--- config.mk ---
export PLATFORM = sky130hd
export DESIGN_NAME = cfg_resp_queue
export DESIGN_NICKNAME = d
export VERILOG_FILES = /design/src/rtl/cfg_resp_pkg.sv /design/src/rtl/cfg_resp_handshake.sv /design/src/rtl/cfg_resp_queue.sv
export SDC_FILE = /design/constraint.sdc
export NUM_CORES = 1
export LEC_CHECK = 0
export ABC_AREA = 1
export BUFFER_PORTS_ARGS = -buffer_cell sky130_fd_sc_hd__buf_2
export CORE_MARGIN = 5
export CORE_UTILIZATION = 35
export CTS_CLUSTER_DIAMETER = 40
export CTS_CLUSTER_SIZE = 25
export DETAILED_ROUTE_END_ITERATION = 12
export SLEW_MARGIN = 25
export SYNTH_ARGS = -nofsm -noshare
export SYNTH_HDL_FRONTEND = slang
export SYNTH_SLANG_ARGS = --single-unit
--- constraint.sdc ---
create_clock -name clock -period 5.2 [get_ports clock]
set_input_delay 0.26 -clock clock [delete_from_list [all_inputs] [get_ports clock]]
set_output_delay 0.26 -clock clock [all_outputs]
set_load 0.05 [all_outputs]
--- src/rtl/cfg_resp_pkg.sv ---
// -----------------------------------------------------------------------------
// cfg_resp_pkg
// Shared definitions for the config-space response queue: the handshake
// state encoding and the ack-protocol selector values.
// -----------------------------------------------------------------------------
package cfg_resp_pkg;

  // Handshake state machine encoding.
  typedef enum logic [1:0] {
    IDLE       = 2'b00,
    WAIT_ACK_1 = 2'b01,
    WAIT_ACK_0 = 2'b10,
    ERROR      = 2'b11
  } hs_state_e;

  // ACK_MODE values.
  localparam int ACK_LEVEL = 0;  // four-phase: ack held until valid drops
  localparam int ACK_PULSE = 1;  // ack is a single-cycle strobe

endpackage

--- src/rtl/cfg_resp_handshake.sv ---
// -----------------------------------------------------------------------------
// cfg_resp_handshake
// Valid/ack handshake toward TLX. Offers the queue head when the queue is
// non-empty, pops it on the edge that samples ack, and flags ack-protocol
// violations.
//
// Ports:
//   clock, reset   clock / asynchronous active-high reset
//   not_empty      queue holds at least one record
//   out_ack        ack from TLX
//   out_valid      registered valid toward TLX
//   pop            combinational strobe: head consumed on this edge
//   protocol_err   sticky ack-protocol violation
// -----------------------------------------------------------------------------
module cfg_resp_handshake
  import cfg_resp_pkg::*;
#(
  parameter int ACK_MODE = ACK_LEVEL
) (
  input  logic clock,
  input  logic reset,
  input  logic not_empty,
  input  logic out_ack,
  output logic out_valid,
  output logic pop,
  output logic protocol_err
);

  localparam bit IS_PULSE = (ACK_MODE == ACK_PULSE);

  hs_state_e state_q, state_d;
  logic      out_valid_q, out_valid_d;
  logic      perr_q, perr_d;
  logic      ack_q, ack_d;

  always_comb begin
    state_d     = state_q;
    out_valid_d = out_valid_q;
    perr_d      = perr_q;
    ack_d       = out_ack;
    pop         = 1'b0;

    case (state_q)
      IDLE: begin
        // Nothing is on offer, so any ack here is spurious.
        if (out_ack) perr_d = 1'b1;
        if (not_empty) begin
          state_d     = WAIT_ACK_1;
          out_valid_d = 1'b1;
        end
      end
      WAIT_ACK_1: begin
        if (out_ack) begin
          pop         = 1'b1;
          out_valid_d = 1'b0;
          state_d     = IS_PULSE ? IDLE : WAIT_ACK_0;
        end
      end
      WAIT_ACK_0: begin
        // Unreachable in pulse mode; treat as a corrupted encoding there.
        if (IS_PULSE) begin
          state_d     = ERROR;
          out_valid_d = 1'b0;
        end else if (!out_ack) begin
          state_d = IDLE;
        end
      end
      ERROR: begin
        out_valid_d = 1'b0;
      end
      default: begin
        state_d     = ERROR;
        out_valid_d = 1'b0;
      end
    endcase

    // A strobe must not span two consecutive edges.
    if (IS_PULSE && out_ack && ack_q) perr_d = 1'b1;
  end

  always_ff @(posedge clock or posedge reset) begin
    if (reset) begin
      state_q     <= IDLE;
      out_valid_q <= 1'b0;
      perr_q      <= 1'b0;
      ack_q       <= 1'b0;
    end else begin
      state_q     <= state_d;
      out_valid_q <= out_valid_d;
      perr_q      <= perr_d;
      ack_q       <= ack_d;
    end
  end

  assign out_valid    = out_valid_q;
  assign protocol_err = perr_q;

endmodule

--- src/rtl/cfg_resp_queue.sv ---
// -----------------------------------------------------------------------------
// cfg_resp_queue
// In-order response queue between the config-space responder and the TLX
// response port. Stores DEPTH records of WIDTH bits and hands them to TLX
// over a valid/ack handshake (four-phase or pulse ack).
//
// Ports:
//   clock, reset        clock / asynchronous active-high reset
//   in_data, in_valid   record to enqueue
//   buffers_available   DEPTH minus occupancy
//   out_data            head record, zero when the queue is empty
//   out_valid, out_ack  handshake toward TLX
//   fifo_overflow       enqueue attempted while full (this cycle)
//   overflow_err        sticky overflow flag
//   protocol_err        sticky ack-protocol violation
// -----------------------------------------------------------------------------
module cfg_resp_queue
  import cfg_resp_pkg::*;
#(
  parameter int WIDTH    = 68,
  parameter int DEPTH    = 8,
  parameter int ACK_MODE = ACK_LEVEL,
  parameter int CNT_W    = $clog2(DEPTH) + 1
) (
  input  logic             clock,
  input  logic             reset,
  input  logic [WIDTH-1:0] in_data,
  input  logic             in_valid,
  output logic [CNT_W-1:0] buffers_available,
  output logic [WIDTH-1:0] out_data,
  output logic             out_valid,
  input  logic             out_ack,
  output logic             fifo_overflow,
  output logic             overflow_err,
  output logic             protocol_err
);

  localparam int               PTR_W   = $clog2(DEPTH);
  localparam logic [CNT_W-1:0] DEPTH_C = CNT_W'(DEPTH);

  logic [WIDTH-1:0] mem_q [DEPTH];
  logic [PTR_W-1:0] wrptr_q, wrptr_d;
  logic [PTR_W-1:0] rdptr_q, rdptr_d;
  logic [CNT_W-1:0] count_q, count_d;
  logic             ovf_err_q, ovf_err_d;
  logic             full, push, pop, not_empty;

  // Fullness uses the pre-pop count: a write on a full queue is dropped
  // even if the head is popped on the same edge.
  assign full              = (count_q == DEPTH_C);
  assign not_empty         = (count_q != '0);
  assign push              = in_valid && !full;
  assign fifo_overflow     = in_valid && full;
  assign buffers_available = DEPTH_C - count_q;
  assign out_data          = not_empty ? mem_q[rdptr_q] : '0;
  assign overflow_err      = ovf_err_q;

  // NOTE: every signal assigned in always_comb gets a default first, so no
  // path leaves it unassigned and no latch is inferred.
  always_comb begin
    wrptr_d   = wrptr_q;
    rdptr_d   = rdptr_q;
    ovf_err_d = ovf_err_q | fifo_overflow;
    if (push) wrptr_d = wrptr_q + PTR_W'(1);
    if (pop)  rdptr_d = rdptr_q + PTR_W'(1);
    count_d = count_q + CNT_W'(push) - CNT_W'(pop);
  end

  // NOTE: sequential state uses non-blocking assignments so every flop
  // samples its pre-edge inputs regardless of statement order.
  always_ff @(posedge clock or posedge reset) begin
    if (reset) begin
      wrptr_q   <= '0;
      rdptr_q   <= '0;
      count_q   <= '0;
      ovf_err_q <= 1'b0;
    end else begin
      wrptr_q   <= wrptr_d;
      rdptr_q   <= rdptr_d;
      count_q   <= count_d;
      ovf_err_q <= ovf_err_d;
    end
  end

  // NOTE: the storage array has no reset; empty slots are never observed
  // because out_data is forced to zero while the count is zero.
  always_ff @(posedge clock) begin
    if (push) mem_q[wrptr_q] <= in_data;
  end

  cfg_resp_handshake #(
    .ACK_MODE (ACK_MODE)
  ) u_handshake (
    .clock        (clock),
    .reset        (reset),
    .not_empty    (not_empty),
    .out_ack      (out_ack),
    .out_valid    (out_valid),
    .pop          (pop),
    .protocol_err (protocol_err)
  );

endmodule
==> impl_metrics.tcl, run 1 <==
set metrics [dict create \
    status "completed" \
    core_area_sq_mm 0.0700 \
    leakagePower_nw 13.8 \
    numPortBuffers 147 \
    skew_ps 25.6 \
    dieArea_sq_mm 0.0760 \
    dp.cells 3469 \
    cts_tree "built" \
    reg2reg_to "mem_q[7][42]" \
    grt_usage_pct 15.2 \
    cts_sinks 559 \
    power.density_mw_per_mm2 648 \
    setup_slack_ps 742 \
    row_count 97 \
    synthesis.instances 2470 \
    ff2ff_path_depth 8 \
    cts.clk_slew.worst_paths_ps 50 \
    start_util_pct 35.3 \
    ctsLongestPathBuffers 3 \
    fmax_mhz 224 \
    finalCriticalPeriod_ps 4460 \
    relSlewSlack_pct 21.3 \
    finalSetupTns_ps 0 \
    grt_antenna_before_repair 4 \
    fin_nets 2784 \
    final_common_cell "nand2_1" \
    numCtsBuffers 93 \
    vdd_drop_max_mv 0.552 \
    worst_slew_pin_slew_ps 1180 \
    die_w_microns 276 \
    cp_max_fo 168 \
    yosysSeqAreaShare_pct 67.6 \
    layout_common_cells "705 x nand2_1, 567 x inv_1, 544 x edfxtp_1, 341 x nand3_1, 147 x buf_2" \
    startpoint "rdptr_q[0]" \
    crit_arrival_ps 4200 \
    drt_wl_total_mm 57.8 \
    grt_pass1_wl_mm 89.4 \
    syn_area_per_cell_sq_um 10.0 \
    postCtsSetupBuffers 0 \
    ios 148 \
    final_max_slew_viol_count 0 \
    viasPerCell 4.41 \
    rsz0062_at_grt "false" \
    ys_types 21 \
    pre_cts_ws_ps 1850 \
    critPathTopFamily "buffers and inverters" \
    layout-drive-gt1-share_pct 12.3 \
    stdcell_count 3712 \
    first_pass_iters 5 \
    grt-ovfl-total 0 \
    die_h_microns 276 \
    crit_path_end_kind "primary output" \
    path_class "flop to primary output" \
    grt_max_degree 196 \
    setup_viol 0 \
    grt_pass1_vias 15710 \
    syn_nets 2559 \
    hp-class "input port to async pin" \
    path_depth 8 \
    area_growth_pct 23.1 \
    cp_cell_sequence "clkinv_8 > buf_4 > nand2_1 > nand3_1 > nand3_1 > nand2_1 > nor2_1 > buf_2" \
    synthesis.area_sq_mm 0.0247 \
    r2r_start "count_q[1]" \
    drv_cap 0 \
    nFillCells 6537 \
    vias 16371 \
    gp_congestion 0.717 \
    htree_levels 3 \
    ys_warn_count 0 \
    wl_per_cell_microns 15.6 \
    hold_violations 0 \
    hold_ws_ps 279 \
    fin_crit_sh_pct 85.7 \
    drt_iter0_drc 976 \
    crit_buf_inv 3 \
    max_stage_delay_ps 1060 \
    synth_seq_cells 559 \
    hpwl_mm 29.1 \
    slowest_stage "dfrtp_4" \
    critPathRequiredTime_ps 4940 \
    startpoint_type "flop" \
    rrSetupSlack_ps 2220 \
    clk-insertion-delay-late_ps 630 \
    cts_root_buf "clkbuf_16" \
    ant_nets 0 \
    post-route-drc-count 0 \
]
[worst max-delay path by stage]
stage	to	slack [ps]
floorplan	mem_q[0][0]	700
global placement	out_data[41]	1830
detailed placement	out_data[41]	1850
CTS	out_data[41]	1160
global route	out_data[41]	580
finish	out_data[41]	740
[per-layer routing]
metal  track usage [%]  vias to the layer above  routed length (microns)
met1              19.9                     7766                    26100
met3              3.26                       89                     2830
met4              5.06                        4                     1240
li1                  -                     8215                        -
met5                 0                        -                       21
met2              25.2                      297                    27600
[cell type report]
| type | count | area (sq um) | share of cell area, % |
|---|---|---|---|
| flip-flops and latches | 559 | 16700 | 55.0 |
| multi-input cells | 1229 | 5330 | 17.5 |
| clock inverters | 65 | 848 | 2.79 |
| diodes | 3 | 7.51 | 0.0247 |
| inverters | 569 | 2150 | 7.08 |
| clock buffers | 104 | 2390 | 7.86 |
| repair buffers | 243 | 1790 | 5.90 |
| well taps | 940 | 1180 | 3.87 |
[tightest hold or removal path, cell delays in order]
cell and delay, ps:
dlygate4sd3_1 530, buf_2 120, inv_1 490
[power by group]
group / leakage, nW / internal [mW] / total [mW] / switching (mW)
clock: 1.56 / 4.06 / 6.27 / 2.22
sequential: 5.11 / 5.66 / 6.07 / 0.408
combinational: 7.12 / 1.81 / 7.37 / 5.57
[cells by family (layout without fill, tap and decap cells)]
family	Yosys count	count (layout)	share of synthesized area (%)
AOI/OAI and AO/OA	9	9	0.218
buffers and inverters	682	981	11.1
DFF	559	559	67.6
adders and majority gates	17	17	0.891
other	0	3	0
xor gates and xnor gates	6	6	0.213
and+or+nand+nor	1197	1197	19.9
[stage by stage]
step	cell area, sq um	util (%)	power, mW
5_1_grt	30400	43.4	20.8
2_1_floorplan	24700	-	11.6
3_3_place_gp	26400	37.7	13.5
4_1_cts	30400	43.4	20.0
6_report	30400	43.4	19.7
3_5_place_dp	26500	37.8	13.6
[synthesized netlist by cell type (all sizes together)]
| master | n | area share (%) |
|---|---|---|
| nand2 | 706 | 11 |
| ha | 16 | 0.81 |
| fa | 1 | 0.081 |
| o211ai | 1 | 0.030 |
| edfxtp | 544 | 66 |
| nand3 | 341 | 6.9 |
| xnor2 | 2 | 0.071 |
| or2 | 3 | 0.076 |
| nor2 | 146 | 2.2 |
| xor2 | 4 | 0.14 |
| o21bai | 1 | 0.030 |
| inv | 569 | 8.6 |
| clkbuf | 11 | 0.17 |
| buf | 102 | 2.3 |
| o2111ai | 1 | 0.035 |
| nand3b | 1 | 0.030 |
| dfrtp | 15 | 1.5 |
| o21ai | 6 | 0.12 |
[flip-flops by register name, summed over array words and instances (netlist names)]
register and cells:
mem_q 544, rdptr_q 3, u_handshake.protocol_err 1, wrptr_q 3
overflow_err 1, u_handshake.state_q 2, count_q 4, u_handshake.out_valid 1
[what timing repair did]
action,4_1_cts,5_1_grt
hold endpoints to repair,563,0
resized for setup,0,0
hold buffers,71,0
Note: power is estimated with default switching activity, not from simulation.
==> run 2, diff against run 1 <==
--- a/config.mk
+++ b/config.mk
@@ -5,7 +5,6 @@
 export SDC_FILE = /design/constraint.sdc
 export NUM_CORES = 1
 export LEC_CHECK = 0
-export ABC_AREA = 1
 export BUFFER_PORTS_ARGS = -buffer_cell sky130_fd_sc_hd__buf_2
 export CORE_MARGIN = 5
 export CORE_UTILIZATION = 35
==> run 2 against run 1 <==
- combinational power decreased by 19%
- via count fell by 40%
- synthesized cell count down 64%
- critical path depth fell by 2
- non-clock buffer count fell by 7
- sequential power fell by 1%
- hold slack worse by 130 ps
- register-to-register slack lost 150 ps
- die area shrank 13%
- critical endpoint is now out_data[67]
- largest cell class unchanged
==> impl_metrics.tcl, run 2 <==
set metrics [dict create \
    status "completed" \
    synth_top_area_share_pct 76.4 \
    synthesis.area_sq_mm 0.0214 \
    core_area_sq_mm 0.0605 \
    die_h_microns 257 \
    grt-ovfl-total 0 \
    ys_async_sr_fraction_pct 2.68 \
    p_int_mw 10.5 \
    fin_crit_sh_pct 69.2 \
    ys_types 36 \
    total_power_mw 16.6 \
    synthesis.instances 885 \
    synth_seq_cells 559 \
    start_util_pct 35.4 \
    final_max_slew_viol_count 0 \
    path_class "flop to primary output" \
    postCtsSetupBuffers 0 \
    ctsLongestPathBuffers 3 \
    yosysMostFrequentCell "edfxtp_1" \
    synth_area_leaders "edfxtp_1 76%, mux4_2 12%, a22o_1 2.8%" \
    largest_reg_flops 544 \
    cts_root_buf "clkbuf_16" \
    clkPwrFrac_pct 28.2 \
    rrSetupSlack_ps 2070 \
    r2r_start "count_q[1]" \
    seq_power_share_pct 36.1 \
    synth_common_cells "544 x edfxtp_1, 115 x mux4_2, 68 x a22o_1, 21 x mux4_1, 16 x ha_1" \
    hold_violations 0 \
    cts_sinks 559 \
    synth_ff_type "edfxtp_1" \
    viasPerCell 4.99 \
    grt_usage_pct 13.6 \
    grt_pass1_wl_mm 68.7 \
    swShare_pct 37.1 \
    yosys.area.top_type "edfxtp_1" \
    ctsHoldBuffers 70 \
    startpoint "count_q[1]" \
    layout_common_cells "544 x edfxtp_1, 147 x buf_2, 115 x mux4_2, 71 x clkbuf_16, 70 x dlygate4sd3_1" \
    post-route-drc-count 0 \
    biggestRegsByFlops "mem_q (544), count_q (4)" \
    vdd_drop_max_mv 0.373 \
    critPathRequiredTime_ps 4940 \
    die_w_microns 257 \
    setup_slack_ps 1600 \
    syn_area_per_cell_sq_um 24.2 \
    cts.clk_slew.worst_paths_ps 50 \
    layout-drive-gt1-share_pct 34.3 \
    finalCriticalPeriod_ps 3600 \
    wl_per_cell_microns 22.8 \
    drt_iter0_drc 687 \
    crit_path_end_kind "primary output" \
    pre_cts_ws_ps 1960 \
    grt_max_degree 94 \
    htree_levels 3 \
    first_pass_iters 5 \
    endpoint "out_data[67]" \
    area_growth_pct 21.7 \
    largest_register "mem_q" \
    numCtsBuffers 70 \
    ios 148 \
    power.density_mw_per_mm2 639 \
    skew_ps 31.7 \
    dieArea_sq_mm 0.0661 \
    ant_nets 0 \
    fin_nets 1236 \
    hp-class "input port to flop" \
    grt_pass1_vias 10702 \
    synth_edf_count 544 \
    reg2reg_to "mem_q[5][24]" \
    grt_antenna_before_repair 4 \
    leakagePower_nw 8.77 \
    syn_nets 974 \
    fmax_mhz 278 \
    clk-insertion-delay-late_ps 580 \
    numPortBuffers 147 \
    hpwl_mm 25.9 \
    ys_warn_count 0 \
    cp_max_fo 26 \
    worst_slew_pin_slew_ps 1010 \
    rsz0062_at_grt "false" \
    drt_wl_total_mm 45.3 \
    drv_cap 0 \
    yosysSeqAreaShare_pct 78.2 \
    row_count 90 \
    final_common_cell "edfxtp_1" \
    p_switching_mw 6.17 \
    pwr-share-comb_pct 35.7 \
    gp_congestion 0.688 \
    cts_tree "built" \
    crit_arrival_ps 3340 \
    startpoint_type "flop" \
    relSlewSlack_pct 32.2 \
    cts.repair.resized 0 \
    ff2ff_path_depth 6 \
    fin_util_pct 43.0 \
    finalSetupTns_ps 0 \
    vias 9903 \
    setup_viol 0 \
]
==> run 2: cell types whose count changed after synthesis, sizes merged, moves of 3 or more <==
cell    previous run  this run
nand2            706         5
inv              569        13
nand3            341         0
nor2             146         8
mux4               0       136
a22o               0        68
buf              102        34
o21ai              6         1
nand2b             0         4
mux2               0         3
xnor2              2         5
==> run 2: how the worst min path moves through the flow <==
| stage | start | to | cells after the start |
|---|---|---|---|
| after CTS | in_valid | overflow_err | 3 |
| after detailed placement | reset | overflow_err | 2 |
| after floorplan | reset | count_q[0] | 1 |
| after global placement | reset | overflow_err | 2 |
| final | in_valid | overflow_err | 3 |
| after global routing | in_valid | overflow_err | 3 |
==> run 2: power by group through the flow <==
stage                     Combinational (mW)  Sequential, mW  Clock [mW]
after floorplan                         4.73            5.97           0
after global placement                  6.02            6.08           0
after global routing                    6.32            6.07        5.00
after CTS                               6.11            6.02        4.81
after detailed placement                6.04            6.11           0
final                                   5.95            6.00        4.69
==> run 2: cells by family after synthesis <==
logic type	share of synthesized area, %
compound gates	3.12
xor+xnor	0.328
fa+ha+maj	1.03
buf+inv	1.91
flops	78.2
mux	14.9
simple gates	0.509
==> run 2: critical path, stage by stage (launching register included) <==
cell and delay [ps]:
dfrtp_1 400, inv_1 100, ha_1 320, a21boi_4 810, buf_4 520, a22o_1 320
buf_2 300
==> run 2: layer usage <==
metal	GRT usage, %	routed length, microns	up-vias
met4	4.01	908	6
met2	22.2	22500	237
met5	0	34	-
li1	-	-	4367
met1	18.4	19600	5213
met3	3.19	2250	80
==> run 2: per-stage QoR <==
| stage | instances | instance area [sq um] | hold slack (ps) |
|---|---|---|---|
| final | 1983 | 26000 | 145 |
| after global routing | 1982 | 26000 | 140 |
| after CTS | 1982 | 26000 | 125 |
| after detailed placement | 1787 | 23000 | 352 |
| after global placement | 1787 | 23000 | 352 |
| after floorplan | 885 | 21400 | 161 |
==> run 2: area by class of cell <==
type / instances / area [sq um]
fill: 5123 / 34400
inverter: 13 / 48.8
clock buffer: 75 / 1790
timing repair buffer: 236 / 1650
sequential: 559 / 16700
antenna: 1 / 2.50
multi-input combinational: 267 / 4350
clock inverter: 50 / 493
tap: 782 / 978
==> run 3, diff against run 2 <==
--- a/config.mk
+++ b/config.mk
@@ -5,6 +5,7 @@
 export SDC_FILE = /design/constraint.sdc
 export NUM_CORES = 1
 export LEC_CHECK = 0
+export ABC_AREA = 1
 export BUFFER_PORTS_ARGS = -buffer_cell sky130_fd_sc_hd__buf_2
 export CORE_MARGIN = 5
 export CORE_UTILIZATION = 35
==> constraint.sdc (replaced) <==
create_clock -name clock -period 2.95 [get_ports clock]
set_input_delay 0.1475 -clock clock [delete_from_list [all_inputs] [get_ports clock]]
set_output_delay 0.1475 -clock clock [all_outputs]
set_load 0.05 [all_outputs]
==> run 3 against run 2 <==
- count of clock-buffer cells in the layout up 16
- routed wire length up 24%
- clock power up 120%
- critical endpoint is now out_data[0]
- largest power group is now combinational logic
==> impl_metrics.tcl, run 3 (synthesis results as in run 1) <==
set metrics [dict create \
    status "completed" \
    layout_common_cells "705 x nand2_1, 567 x inv_1, 544 x edfxtp_1, 341 x nand3_1, 147 x buf_2" \
    cts.clk_slew.worst_paths_ps 50 \
    start_util_pct 35.3 \
    row_count 97 \
    final_cell_area_sq_mm 0.0303 \
    ctsLongestPathBuffers 3 \
    wl_per_cell_microns 15.2 \
    worst_slew_pin_slew_ps 743 \
    setup_slack_ps 145 \
    startpoint_type "flop" \
    power.density_mw_per_mm2 1130 \
    drt_wl_total_mm 56.2 \
    core_area_sq_mm 0.0700 \
    place_area_sq_mm 0.0266 \
    dieArea_sq_mm 0.0760 \
    nFillCells 6557 \
    numPortBuffers 147 \
    largest_reg_flops 544 \
    grt-ovfl-total 0 \
    rsz0062_at_grt "false" \
    cts_tree "built" \
    crit_path_end_kind "primary output" \
    finalCriticalPeriod_ps 2800 \
    grt_usage_pct 14.7 \
    ios 148 \
    grt_pass1_wl_mm 87.9 \
    fin_nets 2784 \
    largest_register "mem_q" \
    stdcell_count 3707 \
    cts_root_buf "clkbuf_16" \
    setup_viol 0 \
    grt_pass1_vias 15894 \
    ant_nets 0 \
    die_h_microns 276 \
    final_common_cell "nand2_1" \
    final_max_slew_viol_count 0 \
    crit_arrival_ps 2660 \
    drv_cap 0 \
    leakagePower_nw 13.7 \
    biggestRegsByFlops "mem_q (544), count_q (4)" \
    area_growth_pct 22.6 \
    dp.cells 3478 \
    numCtsBuffers 84 \
    hp-class "input port to async pin" \
    vdd_drop_max_mv 1.01 \
    layout-drive-gt1-share_pct 12.4 \
    hpwl_mm 30.5 \
    critPathRequiredTime_ps 2800 \
    vias 16283 \
    skew_ps 23.4 \
    cp_max_fo 137 \
    post-route-drc-count 0 \
    gp_congestion 0.731 \
    drt_iter0_drc 1111 \
    viasPerCell 4.39 \
    finalSetupTns_ps 0 \
    first_pass_iters 5 \
    relSlewSlack_pct 50.5 \
    grt_antenna_before_repair 3 \
    pre_cts_ws_ps 583 \
    cts_sinks 559 \
    total_power_mw 34.2 \
    die_w_microns 276 \
    htree_levels 3 \
    grt_max_degree 138 \
    hold_violations 0 \
    fmax_mhz 357 \
    fin_crit_sh_pct 95.1 \
    path_class "flop to primary output" \
    clk-insertion-delay-late_ps 620 \
]
[run 3: stage by stage]
stage	hold slack, ps	utilization (%)
final	172	43.3
after global placement	275	38.0
after detailed placement	279	38.0
after floorplan	49.0	-
after CTS	167	43.3
after global routing	242	43.3
[run 3: area by class of cell]
type	instances	area, sq um	area share (%)
Clock inverter	65	818	2.70
Inverter	569	2160	7.12
Sequential cell	559	16700	55.2
Antenna cell	2	5.00	0.0165
Timing Repair Buffer	252	1960	6.46
Tap cell	940	1180	3.88
Multi-Input combinational cell	1229	5330	17.6
Clock buffer	91	2140	7.05
[run 3: path summary, 6_finish.rpt]
path / startpoint / endpoint / cells after the start / slack [ps]
worst min register to register: overflow_err / overflow_err / 1 / 470
worst min-delay path: reset / u_handshake.out_valid / 3 / 170
min in group clock: in_data[23] / mem_q[6][23] / 2 / 330
worst max register to register: count_q[1] / mem_q[7][18] / 8 / 540
worst max-delay path: rdptr_q[1] / out_data[0] / 6 / 150
max in group asynchronous: reset / rdptr_q[1] / 3 / 2290
[run 3: power breakdown]
group | switching, mW | leakage [nW] | internal, mW
logic | 10.2 | 7.19 | 3.35
registers | 0.432 | 5.11 | 9.98
clock network | 3.82 | 1.40 | 6.44
total | 14.4 | 13.7 | 19.8
[run 3: worst max-delay path, stage by stage (launching register included)]
cell and delay, ps:
dfrtp_4 460, buf_16 550, nand3_1 150, nand2_1 90
nor2_1 40, nor2_1 370, buf_2 350
[run 3: what timing repair did]
action | in CTS | in global routing
hold endpoints to repair | 566 | 0
gates resized for setup | 2 | 2
setup endpoints to repair | 11 | 4
buffers inserted | 0 | 0
hold buffers | 71 | 0
[run 3: metal layers]
| layer | global-route usage [%] | vias to the layer above | routed length, microns |
|---|---|---|---|
| met5 | 0 | - | 7 |
| met3 | 2.63 | 72 | 2540 |
| met2 | 24.6 | 324 | 27300 |
| met4 | 4.94 | 2 | 1190 |
| met1 | 19.6 | 7679 | 25200 |
| li1 | - | 8206 | - |
